$ cat src/rtl/layer_sequencer.sv
// layer_sequencer: resets the core, then launches each unmasked layer descriptor in index order.
// Build macro LAYER_SEQ_PERF_EN adds the per-layer RUN-cycle counter output layer_cycles.
module layer_sequencer #(
  parameter int NUM_LAYERS = 5,
  parameter int CFG_W      = 32,
  parameter int RST_CYCLES = 2,
  parameter int GAP_CYCLES = 1,
  parameter int IDX_W      = (NUM_LAYERS > 1) ? $clog2(NUM_LAYERS) : 1
) (
  input  logic                  core_clk,
  input  logic                  core_rst_n,
  input  logic                  start,
  input  logic                  abort,
  input  logic [NUM_LAYERS-1:0] layer_mask,
  input  logic                  step_mode,
  input  logic                  step,
  input  logic                  cfg_we,
  input  logic [IDX_W-1:0]      cfg_addr,
  input  logic [CFG_W-1:0]      cfg_wdata,
  output logic                  core_soft_rst,
  output logic                  layer_start,
  output logic [IDX_W-1:0]      layer_idx,
  output logic [CFG_W-1:0]      layer_cfg,
  input  logic                  layer_done,
  output logic                  busy,
  output logic                  done
`ifdef LAYER_SEQ_PERF_EN
  ,
  output logic [31:0]           layer_cycles
`endif
);

  localparam int CNT_MAX = (RST_CYCLES > GAP_CYCLES) ? RST_CYCLES : GAP_CYCLES;
  localparam int CNT_W   = (CNT_MAX > 1) ? $clog2(CNT_MAX) : 1;
  localparam logic [CNT_W-1:0] RST_LAST = CNT_W'(RST_CYCLES - 1);
  localparam logic [CNT_W-1:0] GAP_LAST = CNT_W'(GAP_CYCLES - 1);

  typedef enum logic [2:0] {
    IDLE,
    RST,
    GAP,
    HOLD,
    ISSUE,
    RUN,
    FIN
  } state_t;

  state_t                state_q;
  state_t                state_d;
  logic [CNT_W-1:0]      cnt_q;
  logic [CNT_W-1:0]      cnt_d;
  logic [NUM_LAYERS-1:0] mask_q;
  logic                  cur_valid;
  logic [IDX_W-1:0]      cur_idx;
  logic [CFG_W-1:0]      table_q [NUM_LAYERS];
  logic                  next_found;
  logic [IDX_W-1:0]      next_idx;
  logic                  issue_entry;
  logic                  seq_accept;

  // Lowest enabled layer above the one last issued; any enabled layer before the first issue.
  always_comb begin
    next_found = 1'b0;
    next_idx   = '0;
    for (int i = NUM_LAYERS - 1; i >= 0; i--) begin
      if (mask_q[i] && (!cur_valid || (IDX_W'(i) > cur_idx))) begin
        next_found = 1'b1;
        next_idx   = IDX_W'(i);
      end
    end
  end

  always_comb begin
    // NOTE: every combinational output gets a default first, so no path can infer a latch.
    state_d = state_q;
    cnt_d   = cnt_q;
    unique case (state_q)
      IDLE: begin
        if (start) begin
          state_d = RST;
          cnt_d   = '0;
        end
      end
      RST: begin
        if (cnt_q == RST_LAST) begin
          state_d = GAP;
          cnt_d   = '0;
        end else begin
          cnt_d = cnt_q + CNT_W'(1);
        end
      end
      GAP: begin
        if (cnt_q == GAP_LAST) begin
          cnt_d = '0;
          if (!next_found) begin
            state_d = FIN;
          end else if (step_mode && cur_valid) begin
            state_d = HOLD;
          end else begin
            state_d = ISSUE;
          end
        end else begin
          cnt_d = cnt_q + CNT_W'(1);
        end
      end
      HOLD: begin
        if (step) state_d = ISSUE;
      end
      ISSUE: state_d = RUN;
      RUN: begin
        if (layer_done) state_d = GAP;
      end
      FIN:     state_d = IDLE;
      default: state_d = IDLE;
    endcase
    // Abort overrides every transition, including a start seen in IDLE.
    if (abort) begin
      state_d = IDLE;
      cnt_d   = '0;
    end
  end

  // ISSUE always exits after one cycle, so a next state of ISSUE is always an entry.
  assign issue_entry = (state_d == ISSUE);
  assign seq_accept  = (state_q == IDLE) && (state_d == RST);

  // NOTE: sequential state uses non-blocking assignments so every register samples pre-edge values.
  always_ff @(posedge core_clk or negedge core_rst_n) begin
    if (!core_rst_n) begin
      state_q <= IDLE;
      cnt_q   <= '0;
    end else begin
      state_q <= state_d;
      cnt_q   <= cnt_d;
    end
  end

  always_ff @(posedge core_clk or negedge core_rst_n) begin
    if (!core_rst_n) begin
      // NOTE: the descriptor table is a small register file, so it is cleared by reset like any flop.
      for (int i = 0; i < NUM_LAYERS; i++) table_q[i] <= '0;
    end else if (cfg_we && (int'(cfg_addr) < NUM_LAYERS)) begin
      table_q[cfg_addr] <= cfg_wdata;
    end
  end

  always_ff @(posedge core_clk or negedge core_rst_n) begin
    if (!core_rst_n) begin
      mask_q    <= '0;
      cur_valid <= 1'b0;
      cur_idx   <= '0;
    end else if (seq_accept) begin
      mask_q    <= layer_mask;
      cur_valid <= 1'b0;
    end else if (issue_entry) begin
      cur_idx   <= next_idx;
      cur_valid <= 1'b1;
    end
  end

  // The issued descriptor is captured at ISSUE entry, so later table writes wait for the next issue.
  always_ff @(posedge core_clk or negedge core_rst_n) begin
    if (!core_rst_n) begin
      layer_idx <= '0;
      layer_cfg <= '0;
    end else if (issue_entry) begin
      layer_idx <= next_idx;
      layer_cfg <= table_q[next_idx];
    end
  end

  always_ff @(posedge core_clk or negedge core_rst_n) begin
    if (!core_rst_n) begin
      core_soft_rst <= 1'b0;
      layer_start   <= 1'b0;
      busy          <= 1'b0;
      done          <= 1'b0;
    end else begin
      core_soft_rst <= (state_d == RST);
      layer_start   <= (state_d == ISSUE);
      busy          <= (state_d != IDLE);
      done          <= (state_d == FIN);
    end
  end

`ifdef LAYER_SEQ_PERF_EN
  always_ff @(posedge core_clk or negedge core_rst_n) begin
    if (!core_rst_n) begin
      layer_cycles <= '0;
    end else if (issue_entry) begin
      layer_cycles <= '0;
    end else if ((state_q == RUN) && (layer_cycles != 32'hFFFF_FFFF)) begin
      layer_cycles <= layer_cycles + 32'd1;
    end
  end
`endif

  a_start_busy : assert property (@(posedge core_clk) disable iff (!core_rst_n)
    layer_start |-> busy);
  a_done_busy : assert property (@(posedge core_clk) disable iff (!core_rst_n)
    done |-> busy);
  a_rst_excl : assert property (@(posedge core_clk) disable iff (!core_rst_n)
    !(layer_start && core_soft_rst));
  a_idx_range : assert property (@(posedge core_clk) disable iff (!core_rst_n)
    int'(layer_idx) < NUM_LAYERS);

endmodule

$ cat config.mk
export PLATFORM = sky130hd
export DESIGN_NAME = layer_sequencer
export DESIGN_NICKNAME = d
export VERILOG_FILES = /design/src/rtl/layer_sequencer.sv
export SDC_FILE = /design/constraint.sdc
export NUM_CORES = 1
export LEC_CHECK = 0
export ABC_AREA = 1
export BUFFER_PORTS_ARGS = -buffer_cell sky130_fd_sc_hd__buf_4
export CORE_MARGIN = 4
export CORE_UTILIZATION = 50
export CTS_CLUSTER_DIAMETER = 150
export DETAILED_ROUTE_END_ITERATION = 12
export PLACE_DENSITY_LB_ADDON = 0.15
export SYNTH_ARGS = -nofsm -noshare
export SYNTH_HDL_FRONTEND = slang
export SYNTH_SLANG_ARGS = --single-unit
$ cat constraint.sdc
create_clock -name core_clk -period 5.1 [get_ports core_clk]
set_clock_uncertainty 0.05 [all_clocks]
set_input_delay 0.255 -clock core_clk [delete_from_list [all_inputs] [get_ports core_clk]]
set_output_delay 0.255 -clock core_clk [all_outputs]
set_load 0.01 [all_outputs]
; ---- After elaboration in Yosys (flattened, before gate mapping)
; Cells that the tools add are included.
[totals]
ff_bits = 212
word_cells = 91
[op_classes]
add_sub_neg = 1
magnitude_cmp = 9
eq_ne = 9
muxes = 32
bitwise_logic = 3
n_reduce_logical = 21
[ops]
columns = op, count
row1 = $bwmux W160, 1
row2 = $bmux W32 S3, 1
row3 = $demux W32 S3, 1
row4 = $mux W32, 3
row5 = $mux W3, 13
row6 = $pmux W3 S6, 1
row7 = $eq A3 B3 Y1 const B, 4
row8 = $mux W1, 11
row9 = $logic_and A1 B1 Y1, 9
row10 = $ge A4 B4 Y1 const B, 2
row11 = $not A3 Y4, 2
row12 = $eq A3 B1 Y1 const B, 2
row13 = $eq A3 B2 Y1 const B, 2
row14 = $gt A1 B3 Y1 const A, 2
row15 = $gt A2 B3 Y1 const A, 2
row16 = $logic_or A1 B1 Y1, 5
row17 = $lt A4 B1 Y1 const B, 1
row18 = $reduce_and A2 Y1, 2
row19 = $reduce_bool A4 Y1, 1
row20 = $gt A3 B3 Y1 const A, 1
row21 = $logic_not A3 Y1, 1
row22 = $lt A3 B3 Y1 const B, 1
row23 = $ne A3 B3 Y1 const B, 1
row24 = $pmux W1 S3, 1
row25 = 5 further kinds, 5

; ---- Logic depth before layout (Yosys ltp)
; Gate-level depths: netlist of the first run.
[depth]
word_depth = 16
mapped_depth = 14

; ---- Worst setup path after synthesis of the first run
; Ideal clock, no wire load.
[synth_timing]
kind = flip-flop to flip-flop
start = reg cur_idx[2]
end = reg layer_cfg[10]
t_arrival_ps = 1590
t_required_ps = 4932
slack_ps = 3342
stages_incl_launch_ff = 14
path_buffers = 2
period_less_slack_ps = 1758
cell_sequence = dfrtp_1 -> or2_0 -> nand2_1 -> nand2_1 -> nand2_2 -> nand2_1 -> buf_6 -> buf_4 -> nand2_1 -> nand2_1 -> nor2_1 -> nor2_1 -> nand4_1 -> nand2_1
[synth_via]
elab_chain_len = 13
word_cells_on_any_way = 34
classes_between = order compare: 5 / eq/ne: 1 / mux: 17 / bitwise: 1 / reduce/logical: 10
[synth_lines]
columns = item, line_no
row1 = "start, declared", 54  ; logic [IDX_W-1:0] cur_idx;
row2 = "start signal, assigned", 156  ; cur_idx <= next_idx;
row3 = $gt A3 B3 Y1, 66  ; if (mask_q[i] && (!cur_valid || (IDX_W'(i) > cur_idx))) begin
row4 = $logic_or A1 B1 Y1, 66
row5 = $logic_and A1 B1 Y1, 66
row6 = $mux W1 (5 in series), 66
row7 = $mux W3, 95  ; if (!next_found) begin
row8 = $mux W3, 93  ; if (cnt_q == GAP_LAST) begin
row9 = $pmux W3 S6, 77  ; unique case (state_q)
row10 = $mux W3, 117  ; if (abort) begin
row11 = $eq A3 B3 Y1, 124  ; assign issue_entry = (state_d == ISSUE);
row12 = "end signal, assigned", 168  ; layer_cfg <= table_q[next_idx];
row13 = "end, declared", 23  ; output logic [CFG_W-1:0] layer_cfg,
; Parallel ways exist; a longest one is shown, timed or not. The select of a mux whose other input is x is not followed.
; A chain may end at the register's enable or synchronous reset.

; ---- Final worst setup path of the first run
[layout_timing]
start = reg cur_valid
end = reg layer_cfg[26]
[layout_via]
elab_chain_len = 13
word_cells_on_any_way = 32
classes_between = eq/ne: 1 / mux: 18 / bitwise: 1 / reduce/logical: 12
[layout_lines]
columns = item, line_no
row1 = "start, declared", 53  ; logic cur_valid;
row2 = "start signal, assigned", 150  ; cur_valid <= 1'b0;
row3 = "start signal, assigned", 154  ; cur_valid <= 1'b0;
row4 = "start signal, assigned", 157  ; cur_valid <= 1'b1;
row5 = $logic_not A1 Y1, 66
row6 = $logic_or A1 B1 Y1, 66
row7 = $logic_and A1 B1 Y1, 66
row8 = $mux W1 (5 in series), 66
row9 = $mux W3, 95
row10 = $mux W3, 93
row11 = $pmux W3 S6, 77
row12 = $mux W3, 117
row13 = $eq A3 B3 Y1, 124
; Parallel ways exist; a longest one is shown, timed or not. The select of a mux whose other input is x is not followed.

==> results of run 1 <==
==> per-stage QoR <==
step,power (mW),instances
after detailed placement,4.66,1495
final,6.36,1544
after CTS,6.39,1544
after global placement,4.62,1495
after global routing,6.82,1544
after floorplan,3.86,1215
==> layout make-up <==
cell class / count / area [um2]
Clock inverter: 7 / 88.8
Fill cell: 1776 / 7650
Sequential cell: 212 / 5310
Tap cell: 260 / 325
Clock buffer: 35 / 691
Multi-Input combinational cell: 877 / 3780
Inverter: 53 / 199
Timing Repair Buffer: 100 / 787
==> worst paths after layout <==
check                                          from                   endpoint  slack, ps  cells after the start
setup / recovery              cur_valid$_DFFE_PN0P_  layer_cfg[26]$_DFFE_PN0P_       1730                     11
hold / removal                        cfg_wdata[20]    table_q[84]$_DFFE_PN0P_         20                      3
setup reg to reg              cur_valid$_DFFE_PN0P_  layer_cfg[26]$_DFFE_PN0P_       1730                     11
hold reg to reg            layer_idx[0]$_DFFE_PN0P_   layer_idx[0]$_DFFE_PN0P_        430                      2
max in group asynchronous                core_rst_n    table_q[96]$_DFFE_PN0P_       3540                      3
min in group asynchronous                core_rst_n   table_q[102]$_DFFE_PN0P_        190                      2
==> kinds of logic (layout without fill, tap and decap cells) <==
logic type,count (synthesis),after routing,synth area share
AOI/OAI and AO/OA,172,172,0.0907
buffers and inverters,126,195,0.0584
DFF,212,212,0.552
and+or+nand+nor,705,705,0.299
==> state kept, by name, summed over array words and instances (netlist names) <==
signal,count
cnt_q,1
layer_cfg,32
core_soft_rst,1
state_q,3
busy,1
layer_start,1
layer_idx,3
cur_idx,3
cur_valid,1
done,1
table_q,160
mask_q,5
==> per-layer routing <==
metal	vias up	part of all wire
met5	-	0
met4	0	0.016
met3	37	0.061
met2	257	0.44
met1	3898	0.48
li1	4013	-
==> cells in the final DEF, fill, tap and decap left out, types with 5 or more instances in the layout <==
cell,instances
buf_4,91
clkbuf_1,5
clkbuf_16,23
clkbuf_8,8
dfrtp_1,212
dlygate4sd3_1,7
inv_1,49
nand2_1,497
nand2_2,9
nand3_1,69
nand4_1,41
nor2_1,76
o21ai_0,164
==> synth_stat cells (all sizes together) (4+ instances only) <==
cell and n:
inv 53, dfrtp 212, nand2 506, o21ai 165
nor3 4, buf 37, nand4 41, nor2 81
a21oi 4, nand3 71, clkbuf 36
==> worst max-delay path, delay by kind of cell, from the launching register on <==
family	cells	cell delay, ps
AOI/OAI and AO/OA	1	930
DFF	1	470
and+or+nand+nor	8	1380
buffers and inverters	2	450
==> power by group <==
group | switching (mW) | internal [mW] | total (mW)
registers | 0.256 | 2.06 | 2.32
clock network | 0.667 | 1.03 | 1.70
logic | 1.58 | 0.761 | 2.34
==> repair_timing <==
action                                 in CTS  in global routing
resized for setup                           0                  0
endpoints found under the hold margin      49                  0
hold buffers                                7                  0
==> flow_summary.ini, run 1 <==
[status]
status = complete, no violations

[logic_synthesis]
synth_top_area_frac = 0.552
synth_async_sr_flop_share = 1.00
syn-num-nets = 1263
syn_area_mm2 = 0.00962
ys_seq_area_frac = 0.552
netlist_top_cells_area = dfrtp_1 55%, nand2_1 20%, o21ai_0 8.5%, nand3_1 3.6%, nor2_1 3.0%
yosysTopAreaCell = dfrtp_1
ys_warn_count = 0
avgSynthCellArea_um2 = 7.92
synth_edf_count = 0
syn_inst = 1215
synth-main-ff-cell = dfrtp_1
ys_types = 24
ys_ff_latch = 212

[worst_setup_path]
max_stage_delay_ps = 930
cp_data_required_time_ps = 5490
cp_max_fo = 32
crit_arrival_ps = 3760
crit_path_start_kind = flip-flop
crit_chain = inv_2 > nor2_2 > nor2_2 > nor2_4 > buf_4 > nand3_1 > o21ai_4 > nor2_1 > nor2_1 > nand4_1 > nand2_1
cp_slowest_cell = o21ai_4
worstSetupPathType = flip-flop to flip-flop
end_kind = flip-flop

[timing]
slew_headroom = 0.190
min_period_ps = 3370
fmax_mhz = 297
rsz0062_at_grt = false
setup_viol_count_final = 0
worst_slack_ps = 1730
setup_tns_ps = 0
fin_hold_ws_ps = 17.1
drv_slew = 0
worstMarginPinSlew_ps = 1210
timing.final.crit_share = 0.660
hold_viol_final = 0

[job]
maxCapViolations = 0

[floorplan]
die_y_um = 147
die_area_mm2 = 0.0215
start_util = 0.511
pin_count = 87
placementRows = 50
chipWidth_um = 147
fp.coreArea_mm2 = 0.0188

[grt]
grt_pass1_vias = 7723
use_met3 = 0.0373
overflow = 0
grt_pass1_wl_mm = 42.0
grt_use_total = 0.236
use_met2 = 0.360
grt-busiest-layer = met1
grt_max_degree = 171
grt_use_met1 = 0.360
antenna_found_initial = 0

[clock_tree]
cts-root-buf = clkbuf_16
cts_sinks = 212
insertion_delay_ps = 510
tritoncts = done
cts_made_buffers = 23
ctsHtreeMaxLevel = 1
cts_setup_buffers = 0
path_clk_slew_ps = 60
clockBufferDepth = 3

[finish]
num-nets-final = 1315
drive_gt1_frac = 0.118
final_cell_area_mm2 = 0.0112
antenna_cells = 0
area_growth_pct = 16.2
final_util = 0.594

[detailed_routing]
first_iter_violations = 715
ant_nets = 0
via_count = 8205
routed_wl_mm = 25.3
dr.pass1.iters = 5
wl_per_cell_um = 16.4
viasPerCell = 5.31
drc = 0

[placed_design]
placed_area_mm2 = 0.0103
port_buffers = 86
place.gp.congestion = 0.863
place_hpwl_mm = 14.3
place_ws_ps = 1820

[power]
p_per_area_mw_per_mm2 = 569
ir_worst_vdd_uv = 298
p_leak_nw = 5.82

[min_path]
min_path_type = primary input to flip-flop
Power figures use the tool's default switching activity.
==> run 2, diff against run 1 <==
--- a/config.mk
+++ b/config.mk
@@ -5,7 +5,7 @@
 export SDC_FILE = /design/constraint.sdc
 export NUM_CORES = 1
 export LEC_CHECK = 0
-export ABC_AREA = 1
+export ABC_AREA = 0
 export BUFFER_PORTS_ARGS = -buffer_cell sky130_fd_sc_hd__buf_4
 export CORE_MARGIN = 4
 export CORE_UTILIZATION = 50
==> constraint.sdc (replaced) <==
create_clock -name core_clk -period 2.8 [get_ports core_clk]
set_clock_uncertainty 0.05 [all_clocks]
set_input_delay 0.14 -clock core_clk [delete_from_list [all_inputs] [get_ports core_clk]]
set_output_delay 0.14 -clock core_clk [all_outputs]
set_load 0.01 [all_outputs]
==> flow_summary.ini, run 2 <==
[power]
comb_power_share = 0.309
switching_share = 0.311
seq_power_share = 0.405
ir_worst_vdd_uv = 498
p_int_mw = 7.43
p_per_area_mw_per_mm2 = 918
p_switching_mw = 3.36
clkPwrFrac = 0.286
p_leak_nw = 5.19

[clock_tree]
insertion_delay_ps = 500
tritoncts = done
cts_made_buffers = 23
cts_sinks = 212
clockBufferDepth = 3
cts-root-buf = clkbuf_16
ctsHtreeMaxLevel = 1
path_clk_slew_ps = 60

[detailed_routing]
dr.pass1.iters = 5
drc = 0
routed_wl_mm = 22.9
first_iter_violations = 437
wl_met2_mm = 11.3
met1_length_mm = 10.2
viasPerCell = 5.89
wl_met3_um = 994
top_layer = met4
via_count = 6513
wl_per_cell_um = 20.7
ant_nets = 0

[logic_synthesis]
synth_fa_ha_area_frac = 0
netlist_top_cells_area = dfrtp_1 55%, mux2_2 19%, mux2_4 5.6%, nand2_1 2.9%, a221oi_1 2.9%
syn_area_mm2 = 0.00959
yosys.area_share.simple = 0.0668
synthXorXnorAreaFrac = 0
avgSynthCellArea_um2 = 13.0
ys_warn_count = 0
syn_inst = 737
ys_seq_area_frac = 0.553
synth_compound_area_frac = 0.0957
netlist_top_cells_count = 212 x dfrtp_1, 164 x mux2_2, 75 x nand2_1
synth_top_family_by_area = multiplexers
syn-num-nets = 785
yosysMostFrequentCell = dfrtp_1
synth_edf_count = 0
synthMuxAreaShare = 0.252
ys_types = 46
synth_top_area_frac = 0.553
synth_async_sr_flop_share = 1.00
ys_ff_latch = 212
synth-main-ff-cell = dfrtp_1
yosysTopAreaCell = dfrtp_1

[finish]
final_common_cell = dfrtp_1
top_regs = table_q: 160 flops, layer_cfg: 32 flops, mask_q: 5 flops
final_cell_count_no_fill = 1106
drive_gt1_frac = 0.419
layout_common_cells = 212 x dfrtp_1, 164 x mux2_2, 100 x buf_4, 75 x nand2_1, 42 x dlygate4sd3_1
fillers = 1456
antenna_cells = 0
regMostFlops = table_q
largest_reg_flops = 160
num-nets-final = 904
area_growth_pct = 22.6

[grt]
antenna_found_initial = 0
grt_max_degree = 76
overflow = 0
grt_pass1_wl_mm = 37.7
grt_pass1_vias = 6919
grt_use_total = 0.215

[job]
maxCapViolations = 0

[timing]
worst_slack_ps = 152
worstMarginPinSlew_ps = 1150
timing.final.crit_share = 0.946
slew_headroom = 0.234
hold_viol_final = 0
setup_tns_ps = 0
drv_slew = 0
min_period_ps = 2650
setup_viol_count_final = 0
rsz0062_at_grt = false
fmax_mhz = 378

[placed_design]
place_ws_ps = 186
dpl.cell_count = 1023
place_hpwl_mm = 13.4
port_buffers = 86
place.gp.congestion = 0.778

[floorplan]
placementRows = 50
die_y_um = 146
pin_count = 87
start_util = 0.511
die_area_mm2 = 0.0215
chipWidth_um = 146
fp.coreArea_mm2 = 0.0188

[worst_setup_path]
crit_arrival_ps = 2970
cp_data_required_time_ps = 3130
cp_slowest_cell = or4b_4
end_kind = flip-flop
cp_max_fo = 21
worstSetupPathType = flip-flop to flip-flop
max_stage_delay_ps = 550
crit_chain = or4b_4 > o221ai_1 > nor2_2 > o311ai_1 > and4b_2 > buf_12 > mux2_4
critical_path_buf_inv_count = 1
cp_top_family = simple AND/OR/NAND/NOR gates
crit_path_start_kind = flip-flop

[min_path]
min_path_type = primary input to asynchronous set/reset pin

[status]
status = complete, no violations
[run 2: changes by cell type in the layout (fill, tap and decap cells not counted), sizes merged, moves of 35 or more]
cell,delta
dlygate4sd3,+35
inv,-48
mux2,+200
nand2,-431
nand3,-39
nand4,-41
nor2,-72
o21ai,-163
[run 2: routing by layer]
layer,global-route usage,vias up
li1,-,2946
met1,0.289,3359
met2,0.369,166
met3,0.0286,42
met4,0.0574,0
met5,0,-
[run 2: cell type report]
class,count,area [um2],area share
Tap cell,234,293,0.0249
Timing Repair Buffer,149,1310,0.111
Clock buffer,32,689,0.0586
Sequential cell,212,5310,0.451
Multi-Input combinational cell,464,4040,0.344
Inverter,6,22.5,0.00192
Clock inverter,9,97.6,0.00830
[run 2: logic make-up after synthesis]
kind of cell	after synthesis
flops	212
mux	203
simple gates	139
compound gates	122
buf+inv	61
[run 2: what timing repair did]
action	in CTS	in global routing
endpoints found under the hold margin	236	0
endpoints found under the setup margin	0	0
buffers inserted	0	0
resized for setup	0	0
hold buffers	42	0
[run 2: through the flow]
stage	hold WS, ps	utilization	instance area (um2)	power, mW
2_1_floorplan	-206	-	9590	6.38
3_3_place_gp	118	0.562	10500	7.57
3_5_place_dp	129	0.562	10500	7.71
4_1_cts	158	0.626	11800	10.9
5_1_grt	196	0.626	11800	11.4
6_report	154	0.626	11800	10.8
[run 2: final timing paths]
| path | from | end | slack [ps] | depth (start not counted) |
|---|---|---|---|---|
| max in group asynchronous | core_rst_n | table_q[124]$_DFFE_PN0P_ | 1720 | 3 |
| setup / recovery | cur_idx[0]$_DFFE_PN0P_ | layer_cfg[7]$_DFFE_PN0P_ | 150 | 7 |
| setup reg to reg | cur_idx[0]$_DFFE_PN0P_ | layer_cfg[7]$_DFFE_PN0P_ | 150 | 7 |
| hold reg to reg | table_q[42]$_DFFE_PN0P_ | table_q[42]$_DFFE_PN0P_ | 460 | 1 |
| hold / removal | core_rst_n | busy$_DFF_PN0_ | 150 | 2 |
| min in group core_clk | layer_done | state_q[1]$_DFF_PN0_ | 180 | 5 |
[run 2: power by group through the flow]
| stage | clock, mW | sequential (mW) | combinational [mW] |
|---|---|---|---|
| 2_1_floorplan | 0 | 4.35 | 2.03 |
| 3_3_place_gp | 0 | 4.36 | 3.21 |
| 3_5_place_dp | 0 | 4.40 | 3.31 |
| 4_1_cts | 3.16 | 4.36 | 3.36 |
| 5_1_grt | 3.29 | 4.46 | 3.62 |
| 6_report | 3.09 | 4.37 | 3.33 |
